**src/rtl/mem_stage.sv**
```systemverilog
// mem_stage: pipeline MEM stage between EX/MEM and WB.
// Non-memory ops pass to WB with one cycle of latency. Loads and stores
// are issued on a req/ack data-memory port, and the EX stage is stalled
// until the access completes.
// Optional build macro MEM_ACK_TIMEOUT_EN: abandons an access that has
// waited TIMEOUT_CYC cycles without ack and pulses o_bus_err. Without the
// macro the stage waits for ack indefinitely and o_bus_err is tied low.
//
// Handshakes:
//   EX -> MEM: an op transfers on a rising edge where i_valid=1 and o_stall=0.
//   MEM -> dmem: o_dmem_req rises the cycle after a memory op is accepted.
//     req, we, addr, be and wdata then stay constant until the edge that
//     samples i_dmem_ack=1. On that edge the access completes and req falls.
//     An ack seen while no request is outstanding has no effect.
module mem_stage #(
    parameter int TIMEOUT_CYC = 16
) (
    input  logic        i_clk,
    input  logic        i_reset,
    input  logic        i_valid,
    input  logic [31:0] i_alu_out,
    input  logic [31:0] i_rd2,
    input  logic        i_mem_read,
    input  logic        i_mem_write,
    input  logic [2:0]  i_func3,
    input  logic [4:0]  i_rd,
    input  logic        i_reg_write,
    input  logic        i_mem_to_reg,
    output logic        o_stall,
    output logic        o_dmem_req,
    output logic        o_dmem_we,
    output logic [31:0] o_dmem_addr,
    output logic [3:0]  o_dmem_be,
    output logic [31:0] o_dmem_wdata,
    input  logic        i_dmem_ack,
    input  logic [31:0] i_dmem_rdata,
    output logic        o_wb_valid,
    output logic [4:0]  o_wb_rd,
    output logic        o_wb_reg_write,
    output logic [31:0] o_wb_data,
    output logic        o_misaligned,
    output logic        o_bus_err
);

    typedef enum logic {
        IDLE   = 1'b0,
        ACCESS = 1'b1
    } state_t;

    state_t      state_q, state_d;
    logic        req_q, req_d;
    logic        we_q, we_d;
    logic [31:0] addr_q, addr_d;
    logic [3:0]  be_q, be_d;
    logic [31:0] wdata_q, wdata_d;
    logic [2:0]  f3_q, f3_d;
    logic [1:0]  lane_q, lane_d;
    logic [4:0]  rd_q, rd_d;
    logic        rw_q, rw_d;
    logic        m2r_q, m2r_d;
    logic        wb_valid_q, wb_valid_d;
    logic [4:0]  wb_rd_q, wb_rd_d;
    logic        wb_rw_q, wb_rw_d;
    logic [31:0] wb_data_q, wb_data_d;
    logic        mis_q, mis_d;

`ifdef MEM_ACK_TIMEOUT_EN
    localparam int CNT_W = $clog2(TIMEOUT_CYC + 1);
    logic [CNT_W-1:0] cnt_q, cnt_d;
    logic             berr_q, berr_d;
`endif

    logic        is_mem;
    logic        bad_op;
    logic [3:0]  st_be;
    logic [31:0] st_wdata;
    logic [7:0]  ld_byte;
    logic [15:0] ld_half;
    logic [31:0] ld_ext;

    assign is_mem = i_mem_read | i_mem_write;

    // Byte-lane mask and replicated write data for the incoming op; the
    // low two func3 bits give the access size.
    always_comb begin
        st_be    = 4'b1111;
        st_wdata = i_rd2;
        case (i_func3[1:0])
            2'd0: begin
                st_be    = 4'b0001 << i_alu_out[1:0];
                st_wdata = {4{i_rd2[7:0]}};
            end
            2'd1: begin
                st_be    = 4'b0011 << {i_alu_out[1], 1'b0};
                st_wdata = {2{i_rd2[15:0]}};
            end
            default: ;
        endcase
    end

    // Reject reserved size codes and accesses that cross their natural alignment.
    always_comb begin
        bad_op = 1'b0;
        if (i_func3 == 3'd3 || i_func3 == 3'd6 || i_func3 == 3'd7)
            bad_op = 1'b1;
        else if (i_func3[1:0] == 2'd1 && i_alu_out[0])
            bad_op = 1'b1;
        else if (i_func3[1:0] == 2'd2 && i_alu_out[1:0] != 2'd0)
            bad_op = 1'b1;
    end

    // Select the addressed lane of the returned word, then sign- or zero-extend it.
    always_comb begin
        ld_byte = 8'h00;
        case (lane_q)
            2'd0: ld_byte = i_dmem_rdata[7:0];
            2'd1: ld_byte = i_dmem_rdata[15:8];
            2'd2: ld_byte = i_dmem_rdata[23:16];
            2'd3: ld_byte = i_dmem_rdata[31:24];
            default: ;
        endcase
        ld_half = lane_q[1] ? i_dmem_rdata[31:16] : i_dmem_rdata[15:0];
        case (f3_q)
            3'd0:    ld_ext = {{24{ld_byte[7]}}, ld_byte};
            3'd1:    ld_ext = {{16{ld_half[15]}}, ld_half};
            3'd4:    ld_ext = {24'h000000, ld_byte};
            3'd5:    ld_ext = {16'h0000, ld_half};
            default: ld_ext = i_dmem_rdata;
        endcase
    end

    // Next-state logic: accept ops in IDLE, wait for ack in ACCESS, and
    // form the one-cycle WB, misalignment and bus-error pulses.
    always_comb begin
        state_d    = state_q;
        req_d      = req_q;
        we_d       = we_q;
        addr_d     = addr_q;
        be_d       = be_q;
        wdata_d    = wdata_q;
        f3_d       = f3_q;
        lane_d     = lane_q;
        rd_d       = rd_q;
        rw_d       = rw_q;
        m2r_d      = m2r_q;
        wb_valid_d = 1'b0;
        wb_rd_d    = wb_rd_q;
        wb_rw_d    = 1'b0;
        wb_data_d  = wb_data_q;
        mis_d      = 1'b0;
`ifdef MEM_ACK_TIMEOUT_EN
        cnt_d      = cnt_q;
        berr_d     = 1'b0;
`endif
        case (state_q)
            IDLE: begin
                if (i_valid) begin
                    if (!is_mem) begin
                        wb_valid_d = 1'b1;
                        wb_rd_d    = i_rd;
                        wb_rw_d    = i_reg_write;
                        wb_data_d  = i_alu_out;
                    end else if (bad_op) begin
                        wb_valid_d = 1'b1;
                        wb_rd_d    = i_rd;
                        mis_d      = 1'b1;
                    end else begin
                        state_d = ACCESS;
                        req_d   = 1'b1;
                        // A read+write op is handled as a store.
                        we_d    = i_mem_write;
                        addr_d  = {i_alu_out[31:2], 2'b00};
                        be_d    = st_be;
                        wdata_d = st_wdata;
                        f3_d    = i_func3;
                        lane_d  = i_alu_out[1:0];
                        rd_d    = i_rd;
                        rw_d    = i_reg_write;
                        m2r_d   = i_mem_to_reg;
`ifdef MEM_ACK_TIMEOUT_EN
                        cnt_d   = '0;
`endif
                    end
                end
            end
            ACCESS: begin
                if (i_dmem_ack) begin
                    state_d    = IDLE;
                    req_d      = 1'b0;
                    we_d       = 1'b0;
                    wb_valid_d = 1'b1;
                    wb_rd_d    = rd_q;
                    if (we_q) begin
                        wb_data_d = 32'h0;
                    end else begin
                        wb_rw_d   = rw_q;
                        // Classic WB mux: without mem_to_reg the op
                        // writes back its address result.
                        wb_data_d = m2r_q ? ld_ext : {addr_q[31:2], lane_q};
                    end
                end
`ifdef MEM_ACK_TIMEOUT_EN
                else if (cnt_q == CNT_W'(TIMEOUT_CYC - 1)) begin
                    state_d    = IDLE;
                    req_d      = 1'b0;
                    we_d       = 1'b0;
                    wb_valid_d = 1'b1;
                    wb_rd_d    = rd_q;
                    berr_d     = 1'b1;
                end else begin
                    cnt_d = cnt_q + 1'b1;
                end
`endif
            end
            default: state_d = IDLE;
        endcase
    end

    // State and output registers; reset abandons any outstanding access.
    always_ff @(posedge i_clk or negedge i_reset) begin
        if (!i_reset) begin
            state_q    <= IDLE;
            req_q      <= 1'b0;
            we_q       <= 1'b0;
            addr_q     <= 32'h0;
            be_q       <= 4'h0;
            wdata_q    <= 32'h0;
            f3_q       <= 3'd0;
            lane_q     <= 2'd0;
            rd_q       <= 5'd0;
            rw_q       <= 1'b0;
            m2r_q      <= 1'b0;
            wb_valid_q <= 1'b0;
            wb_rd_q    <= 5'd0;
            wb_rw_q    <= 1'b0;
            wb_data_q  <= 32'h0;
            mis_q      <= 1'b0;
        end else begin
            state_q    <= state_d;
            req_q      <= req_d;
            we_q       <= we_d;
            addr_q     <= addr_d;
            be_q       <= be_d;
            wdata_q    <= wdata_d;
            f3_q       <= f3_d;
            lane_q     <= lane_d;
            rd_q       <= rd_d;
            rw_q       <= rw_d;
            m2r_q      <= m2r_d;
            wb_valid_q <= wb_valid_d;
            wb_rd_q    <= wb_rd_d;
            wb_rw_q    <= wb_rw_d;
            wb_data_q  <= wb_data_d;
            mis_q      <= mis_d;
        end
    end

`ifdef MEM_ACK_TIMEOUT_EN
    // Ack-wait counter and bus-error pulse.
    always_ff @(posedge i_clk or negedge i_reset) begin
        if (!i_reset) begin
            cnt_q  <= '0;
            berr_q <= 1'b0;
        end else begin
            cnt_q  <= cnt_d;
            berr_q <= berr_d;
        end
    end
    assign o_bus_err = berr_q;
`else
    assign o_bus_err = 1'b0;
`endif

    assign o_stall        = (state_q == ACCESS);
    assign o_dmem_req     = req_q;
    assign o_dmem_we      = we_q;
    assign o_dmem_addr    = addr_q;
    assign o_dmem_be      = be_q;
    assign o_dmem_wdata   = wdata_q;
    assign o_wb_valid     = wb_valid_q;
    assign o_wb_rd        = wb_rd_q;
    assign o_wb_reg_write = wb_rw_q;
    assign o_wb_data      = wb_data_q;
    assign o_misaligned   = mis_q;

endmodule

```
**config.mk**
```make
export PLATFORM = sky130hd
export DESIGN_NAME = mem_stage
export DESIGN_NICKNAME = d
export VERILOG_FILES = /design/src/rtl/mem_stage.sv
export SDC_FILE = /design/constraint.sdc
export NUM_CORES = 1
export LEC_CHECK = 0
export ABC_CLOCK_PERIOD_IN_PS = 3200
export BUFFER_PORTS_ARGS = -buffer_cell sky130_fd_sc_hd__buf_2
export CAP_MARGIN = 20
export CORE_MARGIN = 3
export CORE_UTILIZATION = 45
export CTS_CLUSTER_SIZE = 28
export DETAILED_ROUTE_END_ITERATION = 16
export GPL_TIMING_DRIVEN = 0
export PLACE_DENSITY = 0.75
export REMOVE_ABC_BUFFERS = 1
export SKIP_CTS_REPAIR_TIMING = 1
export SYNTH_ARGS = -nofsm -noshare
export SYNTH_HDL_FRONTEND = slang
export SYNTH_SLANG_ARGS = --single-unit
```
**constraint.sdc**
```tcl
create_clock -name i_clk -period 3.2 [get_ports i_clk]
set_clock_uncertainty 0.1 [all_clocks]
set_input_delay 0.96 -clock i_clk [delete_from_list [all_inputs] [get_ports i_clk]]
set_output_delay 0.96 -clock i_clk [all_outputs]
set_load 0.05 [all_outputs]
```
==> impl_summary.txt, run 1 <==
----------------------------------------------------
[Clocking]
  Number of buffers between clock root and the deepest sink ... 2
  Inserted Clock Buffers ... 17
  Clk Tree Root Cell ... sky130_fd_sc_hd__clkbuf_16
  H-tree depth ... 4
  Num Clock Sinks ... 121
  TritonCTS clock tree ... yes
  Later-pin clock latency in the skew report ... 0.42 ns
  Clock transition at the registers of the reported paths ... 0.05 ns

[Finish]
  Area growth from synthesis to layout ... 31.8%
  Antenna Diode Count ... 0
  Combined flip-flop and latch cell area ... 3030 um^2
  Multi-input gate area ... 2940 um^2
  Fraction of final layout cells sized beyond drive strength 1 ... 38.6%
  # fillers ... 1131
  Post-layout instance area ... 8210 um^2
  Post-route non-filler standard cell count ... 1017
  Number of nets at the end of the flow ... 941

[Worst setup path]
  Crit path largest cell delay ... 0.74 ns
  Logic depth of the worst setup path including buffers ... 6
  Crit path launch ... o_stall
  Critical path destination ... o_wb_data[25]
  Required time of the worst setup path ... 3.39 ns
  Worst Path Buf+Inv ... 2
  Start of the worst register-to-register path ... o_stall
  Startpoint Class ... flip-flop
  Slowest cell on the critical path ... sky130_fd_sc_hd__or4b_4
  Largest delay share family, worst path ... simple AND/OR/NAND/NOR gates
  Crit-path max FO ... 26
  Endpoint kind of the worst setup timing path ... flip-flop
  Ordered cell list for the critical path ... buf_16 -> or4b_4 -> and2_1 -> buf_16 -> a21oi_1 -> nand3_1
  Reg-to-reg setup timing slack ... 0.36 ns
  Critical Setup Path Class ... reg2reg
  Reg-to-reg endpoint ... o_wb_data[25]
  Endpoint arrival time on the critical path ... 3.03 ns
  Depth of the most critical reg-to-reg path ... 6
  Crit-path most repeated cell ... sky130_fd_sc_hd__buf_16

[Power and ir drop]
  Combinational group share of total power ... 42.7%
  LEAKAGE ... 3.91 nW
  Switching power ... 3.36 mW
  Largest voltage drop on the vdd net ... 0.000578 V
  PD cells ... 913 nW/um^2
  Power share of the sequential group ... 31.0%
  Cell internal pwr ... 4.14 mW
  Fraction of power consumed by the clock network ... 26.3%
  Total chip power ... 7.50 mW
  Switching share of power ... 44.8%

[Place]
  Placer congestion estimate ... 0.784
  Setup Slack @ Placement ... -0.407 ns
  Instance count after placement with tap cells included ... 980
  Quantity of I/O buffers inserted on ports ... 220
  Post-DP HPWL ... 13.6 mm
  Cell area after placement ... 7530 um^2

[Timing]
  Slew Limit Headroom ... 32.0%
  Fmax ... 352 MHz
  Transition at the pin with the smallest max-transition slack ... 1.02 ns
  Setup-failing EPs final ... 0
  Post-Route Hold Slack ... 0.373 ns
  RSZ-0062 raised after global routing ... false
  Final period util ... 88.7%
  Setup ws final ... 0.362 ns
  Slew Viols, Final ... 0
  Final-report hold violation count ... 0
  Minimum clock period after layout ... 2.84 ns

[Synth]
  Syn Area/Cell ... 10.0 um^2
  Sequential fraction of the synthesis area ... 48.6%
  Library cell occupying the most area in the post-synthesis netlist ... sky130_fd_sc_hd__dfrtp_1
  Async set-reset flop share out of synthesis ... 100%
  Area fraction of the dominant cell type after synthesis ... 48.6%
  Number of warning messages in the yosys log ... 0
  Ranking of synthesized cells by area ... sky130_fd_sc_hd__dfrtp_1 49%, sky130_fd_sc_hd__mux2_2 9.6%, sky130_fd_sc_hd__mux2i_1 5.8%
  Synth cell types ... 50
  Register bit total from synthesis ... 121
  List of most frequent post-synthesis cells ... 121 x sky130_fd_sc_hd__dfrtp_1, 61 x sky130_fd_sc_hd__nor2_1, 53 x sky130_fd_sc_hd__mux2_2, 53 x sky130_fd_sc_hd__o21ai_0, 45 x sky130_fd_sc_hd__a21oi_1
  Number of instances in the synthesized netlist ... 623
  Most common cell in the netlist ... sky130_fd_sc_hd__dfrtp_1
  Count of flip-flops with a built-in enable after synthesis ... 0
  Total standard cell area after synthesis ... 6230 um^2
  Ys flop type ... sky130_fd_sc_hd__dfrtp_1

[Floorplanning]
  Site Rows ... 42
  I/O pin count ... 224
  Floorplan die area ... 15300 um^2
  Effective utilization at floorplan ... 46.5%
  Core area ... 13400 um^2
  Die Span Y ... 124 um
  Horizontal die dimension ... 124 um

[GRT]
  Maximum number of pins on one net before global-route repair ... 76
  Remaining global-route overflow ... 0
  Number of antenna violations at the first check in global routing ... 1
  Aggregate global-route resource usage ... 25.5%
  Vias in the first global route ... 5636
  Global-route wire length before repair ... 29.8 mm

[Detailed routing]
  Final wirelength ... 19.3 mm
  Antenna Violating Nets Remaining ... 0
  # DRC ... 0
  Via/cell ratio ... 5.66
  Length of the first detailed-routing pass in iterations ... 5
  Routed wire per std cell ... 19.0 um
  Iteration-0 DRC count of the detailed router ... 377
  Via total after detailed routing ... 5758

[Status]
  Run status ... finished, final reports clean

[Hold path]
  Path category of the worst min-delay check ... reg2reg
  Worst min-delay path startpoint ... o_dmem_wdata[15]

[Flow run]
  Number of maximum-capacitance constraint violations ... 0

----------------------------------------------------
cell type report:
class | count | share of cell area [%]
clock buffers | 23 | 5.94
flip-flops and latches | 121 | 36.9
repair buffers | 235 | 16.7
inverters | 13 | 0.594
multi-input cells | 441 | 35.7
clock inverters | 8 | 1.43
well taps | 176 | 2.68
cells in the final DEF (no fill, tap or decap), types with 3 or more instances in the layout:
master and count:
sky130_fd_sc_hd__buf_16 6, sky130_fd_sc_hd__a21oi_1 45, sky130_fd_sc_hd__nor3_1 4, sky130_fd_sc_hd__mux2i_1 36, sky130_fd_sc_hd__a211oi_1 3, sky130_fd_sc_hd__bufinv_16 3
sky130_fd_sc_hd__nand2_1 40, sky130_fd_sc_hd__inv_1 12, sky130_fd_sc_hd__conb_1 3, sky130_fd_sc_hd__mux2_2 53, sky130_fd_sc_hd__buf_4 4, sky130_fd_sc_hd__clkbuf_8 4
sky130_fd_sc_hd__o31ai_1 3, sky130_fd_sc_hd__dfrtp_1 121, sky130_fd_sc_hd__a211o_1 7, sky130_fd_sc_hd__buf_2 220, sky130_fd_sc_hd__nand2b_1 4, sky130_fd_sc_hd__nor2b_1 4
sky130_fd_sc_hd__nor3b_1 18, sky130_fd_sc_hd__clkbuf_16 17, sky130_fd_sc_hd__o31a_1 3, sky130_fd_sc_hd__and2_1 6, sky130_fd_sc_hd__o22ai_1 12, sky130_fd_sc_hd__o221ai_1 15
sky130_fd_sc_hd__clkinv_2 4, sky130_fd_sc_hd__a22oi_1 8, sky130_fd_sc_hd__o21ai_0 53, sky130_fd_sc_hd__nor2_1 61, sky130_fd_sc_hd__nand3_1 34
power by group through the flow:
stage | Clock [mW] | Sequential, mW | Combinational [mW]
finish | 1.97 | 2.32 | 3.20
global route | 2.08 | 2.38 | 3.41
CTS | 2.00 | 2.34 | 3.16
detailed placement | 0 | 2.36 | 3.16
global placement | 0 | 2.38 | 3.04
floorplan | 0 | 3.75 | 0.802
per-stage QoR:
step                TNS, ns  util, %
floorplan            -81.35        -
global placement    -342.02     54.5
detailed placement   -13.48     56.2
CTS                  -0.805     60.7
global route              0     61.3
finish                    0     61.3
how the worst min path moves through the flow:
stage	end	slack (ns)	cells past startpoint
global route	o_wb_data[27]	0.40	1
CTS	o_dmem_wdata[15]	0.38	2
floorplan	rw_q	0.35	2
global placement	o_dmem_wdata[18]	0.36	2
finish	o_dmem_wdata[15]	0.37	2
detailed placement	o_dmem_wdata[15]	0.37	2
per-layer routing:
layer	global-route usage (%)	share of wire, %	up-vias
met5	0	0.057	-
met4	8.72	2.4	2
met3	9.81	11	35
met2	40.1	46	314
met1	32.2	40	2725
li1	-	-	2682
cells by family (layout without fill, tap and decap cells):
group	after synthesis	count (layout)	share of synthesized area (%)
and+or+nand+nor	182	182	14.2
AOI/OAI and AO/OA	165	166	16.5
DFF	121	121	48.6
muxes	90	90	15.7
buffers and inverters	64	279	4.96
other	1	3	0.0602
tightest hold or removal path, stage by stage (launching register included):
cell and delay (ns):
sky130_fd_sc_hd__dfrtp_1 0.34, sky130_fd_sc_hd__nand2_1 0.04, sky130_fd_sc_hd__o21ai_0 0.05
state kept, by name, indices dropped and copies added (netlist names), 2 cells and up:
signal,count
o_dmem_be,4
o_dmem_addr,30
rd_q,5
o_wb_data,32
f3_q,3
o_wb_rd,5
lane_q,2
o_dmem_wdata,32
Note: power is estimated with default switching activity, not from simulation.
==> run 2: changes to the inputs <==
- ABC_AREA: unset -> 1
- GPL_TIMING_DRIVEN: 0 -> unset
==> run 2 against run 1 <==
  * Clock power shrank 3%
  * Critical endpoint is now o_dmem_be[3]
  * Combinational power shrank 4%
  * First-iteration DRC count grew 1.6%
  * Highest routed layer is now met4
==> impl_summary.txt, run 2 <==
----------------------------------------------------
[Status]
  Run status ... finished, final reports clean

[Worst setup path]
  Startpoint Class ... primary input
  Reg-to-reg setup timing slack ... 0.88 ns
  Crit-path max FO ... 63
  Endpoint kind of the worst setup timing path ... flip-flop
  Critical Setup Path Class ... in2reg
  Endpoint arrival time on the critical path ... 2.67 ns
  Required time of the worst setup path ... 3.45 ns

[Timing]
  Post-Route Hold Slack ... 0.374 ns
  Minimum clock period after layout ... 2.42 ns
  Final period util ... 75.6%
  Fmax ... 413 MHz
  Slew Limit Headroom ... 37.6%
  RSZ-0062 raised after global routing ... false
  Final-report hold violation count ... 0
  Transition at the pin with the smallest max-transition slack ... 0.935 ns
  Setup_tns ... 0 ns
  Slew Viols, Final ... 0
  Setup-failing EPs final ... 0

[Floorplanning]
  Horizontal die dimension ... 125 um
  Site Rows ... 42
  Core area ... 13500 um^2
  I/O pin count ... 224
  Floorplan die area ... 15500 um^2
  Die Span Y ... 125 um
  Effective utilization at floorplan ... 46.9%

[Clocking]
  TritonCTS clock tree ... yes
  Number of buffers between clock root and the deepest sink ... 2
  Clk Tree Root Cell ... sky130_fd_sc_hd__clkbuf_16
  Later-pin clock latency in the skew report ... 0.42 ns
  Clock transition at the registers of the reported paths ... 0.06 ns
  Inserted Clock Buffers ... 17
  Num Clock Sinks ... 121
  H-tree depth ... 4

[Synth]
  Count of flip-flops with a built-in enable after synthesis ... 0
  Register bit total from synthesis ... 121
  Total standard cell area after synthesis ... 6330 um^2
  Ys flop type ... sky130_fd_sc_hd__dfrtp_1
  Most common cell in the netlist ... sky130_fd_sc_hd__nand2_1
  Async set-reset flop share out of synthesis ... 100%
  Library cell occupying the most area in the post-synthesis netlist ... sky130_fd_sc_hd__dfrtp_1
  Synth cell types ... 30
  Number of warning messages in the yosys log ... 0
  Syn Area/Cell ... 7.40 um^2
  List of most frequent post-synthesis cells ... 342 x sky130_fd_sc_hd__nand2_1, 121 x sky130_fd_sc_hd__dfrtp_1, 110 x sky130_fd_sc_hd__a21oi_1
  Area fraction of the dominant cell type after synthesis ... 47.8%
  Ranking of synthesized cells by area ... sky130_fd_sc_hd__dfrtp_1 48%, sky130_fd_sc_hd__nand2_1 20%, sky130_fd_sc_hd__a21oi_1 8.7%
  Number of instances in the synthesized netlist ... 856
  Sequential fraction of the synthesis area ... 47.8%

[Flow run]
  Number of maximum-capacitance constraint violations ... 0

[Detailed routing]
  Antenna Violating Nets Remaining ... 0
  Final wirelength ... 19.2 mm
  Length of the first detailed-routing pass in iterations ... 5
  # DRC ... 0
  Via total after detailed routing ... 6333
  Via/cell ratio ... 5.10
  Iteration-0 DRC count of the detailed router ... 383
  Routed wire per std cell ... 15.5 um

[GRT]
  Remaining global-route overflow ... 0
  Aggregate global-route resource usage ... 24.7%
  Number of antenna violations at the first check in global routing ... 0
  Vias in the first global route ... 6108
  Maximum number of pins on one net before global-route repair ... 122
  Global-route wire length before repair ... 31.1 mm

[Finish]
  Post-route non-filler standard cell count ... 1241
  Number of nets at the end of the flow ... 1165
  Commonest non-fill, non-tap cell in the layout ... sky130_fd_sc_hd__nand2_1
  Antenna Diode Count ... 0
  Fraction of final layout cells sized beyond drive strength 1 ... 27.6%
  Area growth from synthesis to layout ... 26.5%
  Post-layout instance area ... 8010 um^2
  Commonest cells after routing, fill and taps aside ... 342 x sky130_fd_sc_hd__nand2_1, 219 x sky130_fd_sc_hd__buf_2, 121 x sky130_fd_sc_hd__dfrtp_1

[Hold path]
  Path category of the worst min-delay check ... reg2reg

[Place]
  Post-DP HPWL ... 13.2 mm
  Instance count after placement with tap cells included ... 1210
  Placer congestion estimate ... 0.846
  Quantity of I/O buffers inserted on ports ... 220
  Cell area after placement ... 7420 um^2

[Power and ir drop]
  PD cells ... 902 nW/um^2
  Cell internal pwr ... 3.91 mW
  Switching share of power ... 45.9%
  LEAKAGE ... 4.31 nW
  Power share of the sequential group ... 30.9%
  Switching power ... 3.32 mW
  Total chip power ... 7.22 mW
  Largest voltage drop on the vdd net ... 0.000429 V
  Fraction of power consumed by the clock network ... 26.4%
  Combinational group share of total power ... 42.6%

----------------------------------------------------
[run 2: changes by cell type after synthesis, moves of 8 or more]
cell / delta
sky130_fd_sc_hd__a21oi_1: +65
sky130_fd_sc_hd__a22oi_1: -8
sky130_fd_sc_hd__buf_6: +10
sky130_fd_sc_hd__inv_1: +25
sky130_fd_sc_hd__inv_2: +8
sky130_fd_sc_hd__mux2_2: -53
sky130_fd_sc_hd__mux2i_1: -36
sky130_fd_sc_hd__nand2_1: +301
sky130_fd_sc_hd__nor2_1: -9
sky130_fd_sc_hd__nor3b_1: -18
sky130_fd_sc_hd__o21ai_0: +9
sky130_fd_sc_hd__o221ai_1: -15
sky130_fd_sc_hd__o22ai_1: -12
sky130_fd_sc_hd__or2_2: +14
[run 2: kinds of logic after synthesis]
group	synth area share, %
compound gates	15.0
buf+inv	8.30
flops	47.8
other cells	0.0592
simple gates	28.8
[run 2: area by class of cell]
class	instances	area (um^2)
fill	1269	5500
sequential	121	3030
multi-input combinational	636	2790
timing repair buffer	230	1200
clock buffer	23	498
tap	176	220
inverter	47	181
clock inverter	8	92.6
[run 2: final timing paths]
kind / from / end / cells after the start
hold reg to reg: o_dmem_wdata[16] / o_dmem_wdata[16] / 2
setup reg to reg: o_stall / o_dmem_be[3] / 7
min in group asynchronous: i_reset / o_wb_data[5] / 2
max in group asynchronous: i_reset / o_dmem_wdata[11] / 2
setup / recovery: i_func3[0] / o_dmem_be[3] / 8
hold / removal: o_dmem_wdata[16] / o_dmem_wdata[16] / 2
[run 2: power by group through the flow]
stage	sequential, mW	clock [mW]	combinational, mW
after floorplan	3.59	0	0.870
after global placement	2.24	0	3.06
after detailed placement	2.25	0	3.09
after CTS	2.23	1.93	3.10
after global routing	2.29	2.00	3.32
final	2.23	1.91	3.08
[run 2: metal layers]
metal	share of wire (%)	vias up	GRT usage (%)
met5	0	-	0
met4	2.5	0	10.2
met3	9.6	35	7.80
met2	46	295	38.9
met1	42	2885	31.6
li1	-	3118	-
[run 2: worst max-delay path, stage by stage]
cell and delay (ns):
sky130_fd_sc_hd__buf_2 0.19, sky130_fd_sc_hd__inv_4 0.11, sky130_fd_sc_hd__a31oi_2 0.09, sky130_fd_sc_hd__o21ai_2 0.19, sky130_fd_sc_hd__nand3_4 0.25, sky130_fd_sc_hd__inv_4 0.52
sky130_fd_sc_hd__o21ai_0 0.19, sky130_fd_sc_hd__nand2_1 0.10
[run 2: per-stage QoR]
step / utilization, % / setup slack (ns)
finish: 59.3 / 0.781
global route: 59.3 / 0.596
CTS: 59.3 / 0.788
detailed placement: 54.9 / 0.360
global placement: 54.9 / 0.403
floorplan: - / 0.362
